$ cat src/rtl/cla_pkg.sv
// cla_pkg
//   Shared definitions for the sequential group carry-lookahead adder:
//   FSM state encoding, default group size and sizing helpers.
package cla_pkg;

    typedef enum logic [1:0] {
        IDLE = 2'd0,
        RUN  = 2'd1,
        DONE = 2'd2
    } cla_state_e;

    localparam int unsigned CLA_GROUP_DFLT = 3;

    // Number of lookahead groups (one per RUN cycle) for an operation.
    function automatic int unsigned cla_ng(input int unsigned width,
                                           input int unsigned group);
        return width / group;
    endfunction

    // Width of the group index register; never narrower than one bit.
    function automatic int unsigned cla_idx_w(input int unsigned width,
                                              input int unsigned group);
        int unsigned ng;
        ng = width / group;
        return (ng > 1) ? $clog2(ng) : 1;
    endfunction

endpackage

$ cat src/rtl/cla_group_step.sv
// cla_group_step
//   Combinational GROUP-bit lookahead step: forms generate/propagate,
//   resolves the carry chain from c_i and produces the sum slice.
// Ports:
//   a_i, b_i  [GROUP-1:0]  operand slices
//   c_i                    carry into the group
//   s_o       [GROUP-1:0]  sum slice
//   c_o                    carry out of the group
//   carry_o   [GROUP-1:0]  carry out of each bit (carry_o[i] = c[i])
module cla_group_step #(
    parameter int unsigned GROUP = 3
) (
    input  logic [GROUP-1:0] a_i,
    input  logic [GROUP-1:0] b_i,
    input  logic             c_i,
    output logic [GROUP-1:0] s_o,
    output logic             c_o,
    output logic [GROUP-1:0] carry_o
);

    logic [GROUP-1:0] g;
    logic [GROUP-1:0] p;
    logic             cprev;

    assign g = a_i & b_i;
    assign p = a_i ^ b_i;

    always_comb begin
        s_o     = '0;
        carry_o = '0;
        cprev   = c_i;
        for (int unsigned i = 0; i < GROUP; i++) begin
            s_o[i]     = p[i] ^ cprev;
            carry_o[i] = g[i] | (p[i] & cprev);
            cprev      = carry_o[i];
        end
    end

    assign c_o = carry_o[GROUP-1];

endmodule

$ cat src/rtl/cla_group_seq_adder.sv
// cla_group_seq_adder
//   Multi-cycle adder: captures a, b, cin on a valid/ready handshake,
//   resolves one GROUP-bit lookahead group per clock (LSB group first)
//   threading the group carry through a register, then presents
//   sum/cout on a valid/ready handshake.
// Ports:
//   clk, rst_n            clock, synchronous active-low reset
//   in_valid / in_ready   operand handshake (in_ready decoded from state, rst_n)
//   a, b [WIDTH-1:0], cin operands and carry-in
//   out_valid / out_ready result handshake (out_valid registered)
//   sum [WIDTH-1:0], cout a+b+cin and its carry out
//   ovf                   signed overflow, present only with CLA_SEQ_OVF_EN
// Configuration macro: CLA_SEQ_OVF_EN
// WIDTH must be a positive multiple of GROUP.
module cla_group_seq_adder
    import cla_pkg::*;
#(
    parameter int unsigned WIDTH = 12,
    parameter int unsigned GROUP = CLA_GROUP_DFLT
) (
    input  logic             clk,
    input  logic             rst_n,
    input  logic             in_valid,
    output logic             in_ready,
    input  logic [WIDTH-1:0] a,
    input  logic [WIDTH-1:0] b,
    input  logic             cin,
    output logic             out_valid,
    input  logic             out_ready,
    output logic [WIDTH-1:0] sum,
    output logic             cout
`ifdef CLA_SEQ_OVF_EN
    ,
    output logic             ovf
`endif
);

    localparam int unsigned NG = cla_ng(WIDTH, GROUP);
    localparam int unsigned IW = cla_idx_w(WIDTH, GROUP);
    localparam logic [IW-1:0] LAST_IDX = IW'(NG - 1);

    cla_state_e       state_q;
    logic [IW-1:0]    idx_q;
    logic             cr_q;
    logic [WIDTH-1:0] a_q;
    logic [WIDTH-1:0] b_q;
    logic [WIDTH-1:0] sum_q;
    logic             cout_q;
    logic             out_valid_q;

    logic [GROUP-1:0] a_sl;
    logic [GROUP-1:0] b_sl;
    logic [GROUP-1:0] grp_sum_d;
    logic             grp_cout_d;
`ifdef CLA_SEQ_OVF_EN
    logic [GROUP-1:0] grp_carry;
    logic             msb_cin;
    logic             ovf_q;
`else
    logic [GROUP-1:0] grp_carry_unused;
`endif

    assign a_sl = a_q[idx_q*GROUP +: GROUP];
    assign b_sl = b_q[idx_q*GROUP +: GROUP];

    cla_group_step #(
        .GROUP (GROUP)
    ) u_step (
        .a_i     (a_sl),
        .b_i     (b_sl),
        .c_i     (cr_q),
        .s_o     (grp_sum_d),
        .c_o     (grp_cout_d),
`ifdef CLA_SEQ_OVF_EN
        .carry_o (grp_carry)
`else
        .carry_o (grp_carry_unused)
`endif
    );

`ifdef CLA_SEQ_OVF_EN
    // Carry into the MSB: internal carry of bit GROUP-2, or the group
    // carry-in when a group is a single bit.
    if (GROUP > 1) begin : g_msb_cin
        assign msb_cin = grp_carry[GROUP-2];
    end else begin : g_msb_cin_single
        assign msb_cin = cr_q;
    end
`endif

    always_ff @(posedge clk) begin
        if (!rst_n) begin
            state_q     <= IDLE;
            idx_q       <= '0;
            cr_q        <= 1'b0;
            a_q         <= '0;
            b_q         <= '0;
            sum_q       <= '0;
            cout_q      <= 1'b0;
            out_valid_q <= 1'b0;
`ifdef CLA_SEQ_OVF_EN
            ovf_q       <= 1'b0;
`endif
        end else begin
            case (state_q)
                IDLE: begin
                    if (in_valid) begin
                        a_q     <= a;
                        b_q     <= b;
                        cr_q    <= cin;
                        idx_q   <= '0;
                        sum_q   <= '0;
                        state_q <= RUN;
                    end
                end
                RUN: begin
                    sum_q[idx_q*GROUP +: GROUP] <= grp_sum_d;
                    cr_q  <= grp_cout_d;
                    idx_q <= idx_q + 1'b1;
                    if (idx_q == LAST_IDX) begin
                        state_q     <= DONE;
                        cout_q      <= grp_cout_d;
                        out_valid_q <= 1'b1;
`ifdef CLA_SEQ_OVF_EN
                        ovf_q       <= msb_cin ^ grp_cout_d;
`endif
                    end
                end
                DONE: begin
                    if (out_ready) begin
                        out_valid_q <= 1'b0;
                        state_q     <= IDLE;
                    end
                end
                default: state_q <= IDLE;
            endcase
        end
    end

    assign in_ready  = rst_n && (state_q == IDLE);
    assign out_valid = out_valid_q;
    assign sum       = sum_q;
    assign cout      = cout_q;
`ifdef CLA_SEQ_OVF_EN
    assign ovf       = ovf_q;
`endif

endmodule

$ cat config.mk
export PLATFORM = sky130hd
export DESIGN_NAME = cla_group_seq_adder
export DESIGN_NICKNAME = d
export VERILOG_FILES = /design/src/rtl/cla_pkg.sv /design/src/rtl/cla_group_step.sv /design/src/rtl/cla_group_seq_adder.sv
export SDC_FILE = /design/constraint.sdc
export NUM_CORES = 1
export LEC_CHECK = 0
export ABC_AREA = 1
export CAP_MARGIN = 20
export CORE_MARGIN = 1.5
export CORE_UTILIZATION = 45
export DETAILED_ROUTE_END_ITERATION = 10
export HOLD_SLACK_MARGIN = 0.05
export PLACE_DENSITY_LB_ADDON = 0.12
export RECOVER_POWER = 25
export SETUP_SLACK_MARGIN = 0.5
export SYNTH_ARGS = -nofsm -noshare
export SYNTH_HDL_FRONTEND = slang
export SYNTH_SLANG_ARGS = --single-unit
export TNS_END_PERCENT = 30
$ cat constraint.sdc
create_clock -name clk -period 2.82 [get_ports clk]
set_clock_uncertainty 0.1 [all_clocks]
set_input_delay 0.282 -clock clk [delete_from_list [all_inputs] [get_ports clk]]
set_output_delay 0.282 -clock clk [all_outputs]
set_load 0.005 [all_outputs]
; ---- Word level (Yosys, flattened, before mapping)
; Index checks and enable logic that the tools add are counted.
[word_totals]
reg_bits = 43
input_bits = 29
elab_cells = 55
[classes]
addsub = 2
multipliers = 1
n_eq_ne = 6
shifts = 4
n_mux = 14
n_bitwise = 11
reduce_logical = 9
[ops]
columns = cell, count
row1 = negation 4 -> 34 bit, 1
row2 = variable shift 3 x 34 -> 12 bit (first input constant), 1
row3 = variable part select 3 x 34 -> 12 bit, 1
row4 = case mux 12 bit (2 select lines), 1
row5 = variable part select 12 x 5 -> 3 bit, 2
row6 = bitwise mux 12 bit, 1
row7 = two-way mux 12 bit, 1
row8 = two-way mux 2 bit, 4
row9 = inequality test 2 bit (second input constant), 3
row10 = case mux 2 bit (3 select lines), 1
row11 = AND reduction 2 bit, 3
row12 = AND reduction 3 bit, 2
row13 = equality test 2 bit (second input constant), 2
row14 = multiplier 2 x 2 -> 4 bit (second input constant), 1
row15 = case mux 1 bit (2 select lines), 2
row16 = case mux 2 bit (2 select lines), 1
row17 = nonzero test 2 bit, 2
row18 = bitwise AND 1 bit, 3
row19 = bitwise AND 3 bit, 1
row20 = two-way mux 1 bit, 3
row21 = OR 1 bit, 3
row22 = XOR 1 bit, 3
row23 = XOR 3 bit, 1
row24 = adder 2 x 1 -> 2 bit (second input constant), 1
row25 = other kinds (3), 3

; ---- Depth between registers and ports, before layout
[depth]
word_depth = 11
mapped_depth = 14
ltp_nobuf = 12

; ---- Hierarchy
; Synthesis repeated with hierarchy kept, for this count alone.
[hier_totals]
hier_cells = 275
hier_area_um2 = 2035.7
[by_module_without_submodules]
columns = mod, instances, cells_each, area_per_inst_um2, seq_area_each_um2
row1 = cla_group_seq_adder, 1, 262, 1934.4, 860.8
row2 = cla_group_step, 1, 13, 101.3, 0.0

; ---- Least setup slack after synthesis
; Ideal clock, no wire load.
[synth_path]
kind = register to register
startpoint = reg idx_q[0]
endpoint = reg sum_q[5] (netlist: sum[5])
setup_time_ns = 0.071
t_arrival_ns = 2.452
required_time_ns = 2.649
setup_slack_ns = 0.197
stages_incl_launch_ff = 15
synth_period_minus_slack_ns = 2.623
path_cell_list = dfxtp_1 > clkbuf_2 > inv_1 > buf_2 > o21ai_0 > o22ai_1 > fa_1 > inv_1 > fa_1 > inv_1 > fa_1 > nand2_1 > nor2_1 > nand2_1 > a21oi_1
[synth_via]
elab_chain_cells = 11
elab_cells_between_ends = 17
cone_classes = add/sub: 1 / mul: 1 / shift: 4 / mux: 2 / bitwise: 9
[synth_rtl]
columns = item, line
row1 = start: declaration, cla_group_seq_adder.sv:43  ; logic [IW-1:0] idx_q;
row2 = start signal: assignment, cla_group_seq_adder.sv:119  ; idx_q <= idx_q + 1'b1;
row3 = multiplier 2 x 2 -> 4 bit *, "cla_group_seq_adder.sv:63, cla_group_seq_adder.sv:64, cla_group_seq_adder.sv:117"
row4 = variable part select 12 x 5 -> 3 bit (on tied branches), "cla_group_seq_adder.sv:63, cla_group_seq_adder.sv:64"
row5 = XOR 3 bit, cla_group_step.sv:26  ; assign p = a_i ^ b_i;
row6 = bitwise AND 1 bit, cla_group_step.sv:34  ; carry_o[i] = g[i] | (p[i] & cprev);
row7 = OR 1 bit, cla_group_step.sv:34
row8 = bitwise AND 1 bit, cla_group_step.sv:34
row9 = OR 1 bit, cla_group_step.sv:34
row10 = XOR 1 bit, cla_group_step.sv:33  ; s_o[i] = p[i] ^ cprev;
row11 = variable part select 3 x 34 -> 12 bit, cla_group_seq_adder.sv:117  ; sum_q[idx_q*GROUP +: GROUP] <= grp_sum_d;
row12 = bitwise mux 12 bit *, cla_group_seq_adder.sv:117
row13 = case mux 12 bit (2 select lines) *, cla_group_seq_adder.sv:105  ; case (state_q)
row14 = end signal: indexed assignment, cla_group_seq_adder.sv:117
row15 = end: declaration, cla_group_seq_adder.sv:47  ; logic [WIDTH-1:0] sum_q;
; Mark *: on every way between the ends. The rest lies on a longest branch, timed or not.
; A chain may end at the register's enable or synchronous reset.

; ---- Final worst setup path
[layout_path]
startpoint = reg idx_q[0]
endpoint = reg sum_q[11] (netlist: sum[11])
; The elaborated chain is that of the path after synthesis.

==> summary.md <==
| Metric | Value |
|---|---|
| Longest Clk Path Bufs | `2` |
| Placed Area | `2440 um^2` |
| H-tree Lvls | `2` |
| HP Class | `reg2reg` |
| Critical path depth in cells | `12` |
| Vias | `1896` |
| Antenna-violating nets left | `0` |
| Total Wirelength | `4.85 mm` |
| Synth Area in XOR/XNOR | `0` |
| Met2 Use GR | `0.303` |
| Initial antenna violation count | `0` |
| Synth Area in Adders | `0.0554` |
| Cells after synthesis | `270` |
| RSZ-0062 raised after global routing | `true` |
| M1 GR Usage | `0.289` |
| CTS tree | `yes` |
| Avg Inst Size Synth | `7.36 um^2` |
| Tot GR Track Use | `0.202` |
| Final instance area | `2700 um^2` |
| Cell repeated most along the worst path | `fa_2` |
| # port buffers | `43` |
| Final max-slew violation count | `0` |
| Clock root buffer | `clkbuf_8` |
| Tightest Pin Transition | `1110 ps` |
| I/O pins | `44` |
| Routability cong. | `0.823` |
| Yosys warnings | `0` |
| Max VDD drop | `239 uV` |
| Run status | `complete, no violations` |
| Final worst setup slack | `342 ps` |
| Top delay family on crit path | `adder cells` |
| CP Class | `reg2reg` |
| WL/cell | `13.0 um` |
| Crit path DAT | `2620 ps` |
| CTS Buf Count | `5` |
| Fin crit share | `0.879` |
| Footprint of the multi-input gates | `1030 um^2` |
| Synth Area in Simple Gates | `0.278` |
| Commonest non-fill, non-tap cells in the layout | `nor2_1 (69), dfxtp_1 (41), clkdlybuf4s50_1 (33)` |
| Final Power | `1.38 mW` |
| FF+latch count, synth | `43` |
| DRC Markers | `0` |
| Congestion Overflow GR | `0` |
| Unique masters post-synth | `24` |
| Worst Path Required | `2960 ps` |
| Post-synthesis instance area | `1990 um^2` |
| Fin nets | `358` |
| Rows | `23` |
| DR vias/cell | `5.08` |
| Crit path buffers/inverters | `3` |
| Starting DRT DRC Count | `128` |
| Setup TNS | `0 ps` |
| Global-route wire length before repair | `7.94 mm` |
| GRT met3 Usage | `0.0436` |
| Number of filler cells placed in the layout | `374` |
| Synth Area in Compound Gates | `0.157` |
| Final core occ | `0.657` |
| Clock Sinks | `43` |
| Maximum clock frequency | `404 MHz` |
| Chip height | `69.5 um` |
| Clock-pin slew on the worst setup and hold paths | `80 ps` |
| Peak fanout along the critical path | `6` |
| DP HPWL | `3.24 mm` |
| Power Dens Cells | `511 nW/um^2` |
| Sequential Area | `868 um^2` |
| Mux contribution to synthesized area | `0` |
| Part of the Yosys area used for sequential elements | `0.433` |
| Final setup vio count | `0` |
| Max_slew headroom | `0.258` |
| CP Launch Type | `flip-flop` |
| Hold Path Depth | `2` |
| Ant. Diodes | `0` |
| CP cell instances | `clkinv_8, nor2_1, o22ai_2, fa_2, inv_2, fa_2, inv_1, fa_1, nand2_2, nor2_2, nand2_1, a21oi_2` |
| Largest family of logic cells by synthesized area | `simple AND/OR/NAND/NOR gates` |
| Minimum clock period | `2480 ps` |
| Die Wd | `69.5 um` |
| Worst path slowest cell | `fa_1` |
| Most common cell after layout, fill and taps aside | `nor2_1` |
| Grt peak-use layer | `met2` |
| Syn nets | `306` |
| Reg2reg path depth | `12` |
| Hold Vio Cnt, Final | `0` |
| Clock latency on the worst-skew pair | `300 ps` |
| Layout cells sized above 1 | `0.149` |
| Leakage | `1.12 nW` |
| Largest net degree at the start of global routing | `41` |
| Vias in the first global route | `1774` |
| CP Capture Type | `flip-flop` |
| Core area | `4120 um^2` |
| Crit-path max cell delay | `510 ps` |
| Area Overhead vs Synth | `36.0%` |
| Initial Util | `0.483` |
| Drt pass-1 iters | `4` |
| Die Area | `4830 um^2` |
| DP Worst Slack | `270 ps` |
| Max Cap Viol | `0` |
==> report_power, final <==
part	leakage [nW]	total, mW	internal [mW]	switching [mW]
Clock	0.0505	0.436	0.223	0.213
Sequential	0.355	0.675	0.643	0.0311
Combinational	0.710	0.270	0.131	0.139
Total	1.12	1.38	0.997	0.383
==> metrics by stage <==
| stage | hold slack (ps) | instances |
|---|---|---|
| finish | 358 | 373 |
| global route | 402 | 373 |
| CTS | 365 | 365 |
| detailed placement | 354 | 353 |
| global placement | 350 | 353 |
| floorplan | 324 | 270 |
==> cell type report <==
| cell class | instances | share of cell area |
|---|---|---|
| clock buffer | 7 | 0.0356 |
| clock inverter | 1 | 0.00278 |
| inverter | 17 | 0.0282 |
| multi-input combinational | 196 | 0.383 |
| sequential | 43 | 0.321 |
| tap | 50 | 0.0231 |
| timing repair buffer | 59 | 0.206 |
==> metal layers <==
metal	share of wire	up-vias
met2	0.45	42
met4	0.023	0
li1	-	983
met5	0	-
met3	0.046	13
met1	0.48	858
==> timing repair <==
item	CTS	global route
endpoints found under the setup margin	7	8
pin swaps	3	2
resized for setup	9	22
hold buffers	0	0
gates cloned	0	0
setup buffers	4	8
==> cells in the mapped netlist <==
library cell / count / area [um^2]
nand3_2: 1 / 10.0
inv_2: 1 / 3.75
o21a_1: 1 / 7.51
o22ai_1: 4 / 25.0
buf_6: 3 / 33.8
clkbuf_2: 1 / 5.00
a21oi_1: 19 / 95.1
nand3b_1: 3 / 22.5
nand2_1: 27 / 101
o21ai_0: 37 / 185
buf_2: 4 / 20.0
nand2_4: 1 / 11.3
fa_1: 3 / 60.1
ha_1: 4 / 50.1
dfxtp_1: 43 / 861
inv_1: 15 / 56.3
buf_4: 2 / 15.0
clkbuf_1: 4 / 15.0
nand3_1: 18 / 90.1
nand3_4: 1 / 17.5
nor2_4: 1 / 11.3
nor2_1: 74 / 278
clkinv_1: 1 / 3.75
nor3_1: 2 / 10.0
==> state kept, by name (all words and copies together), names as in the netlist <==
register and cells:
cout 1, state_q 2, sum 12, cr_q 1, out_valid 1, a_q 12
b_q 12, idx_q 2
==> worst min-delay path, delay by kind of cell, from the launching register on <==
kind | cells | cell delay (ps)
flip-flops | 1 | 310
AND/OR/NAND/NOR | 1 | 50
AO/OA/AOI/OAI | 1 | 50
==> cell families (layout without fill, tap and decap cells) <==
| logic type | after synthesis | count (layout) |
|---|---|---|
| flops | 43 | 43 |
| buf+inv | 31 | 84 |
| fa+ha+maj | 7 | 7 |
| compound gates | 61 | 61 |
| simple gates | 128 | 128 |
==> worst paths after layout <==
check,from,end,slack [ps]
hold reg to reg,out_valid,out_valid,360
setup / recovery,idx_q[0],sum[11],340
hold / removal,out_valid,out_valid,360
setup reg to reg,idx_q[0],sum[11],340
Note: power is estimated with default switching activity, not from simulation.
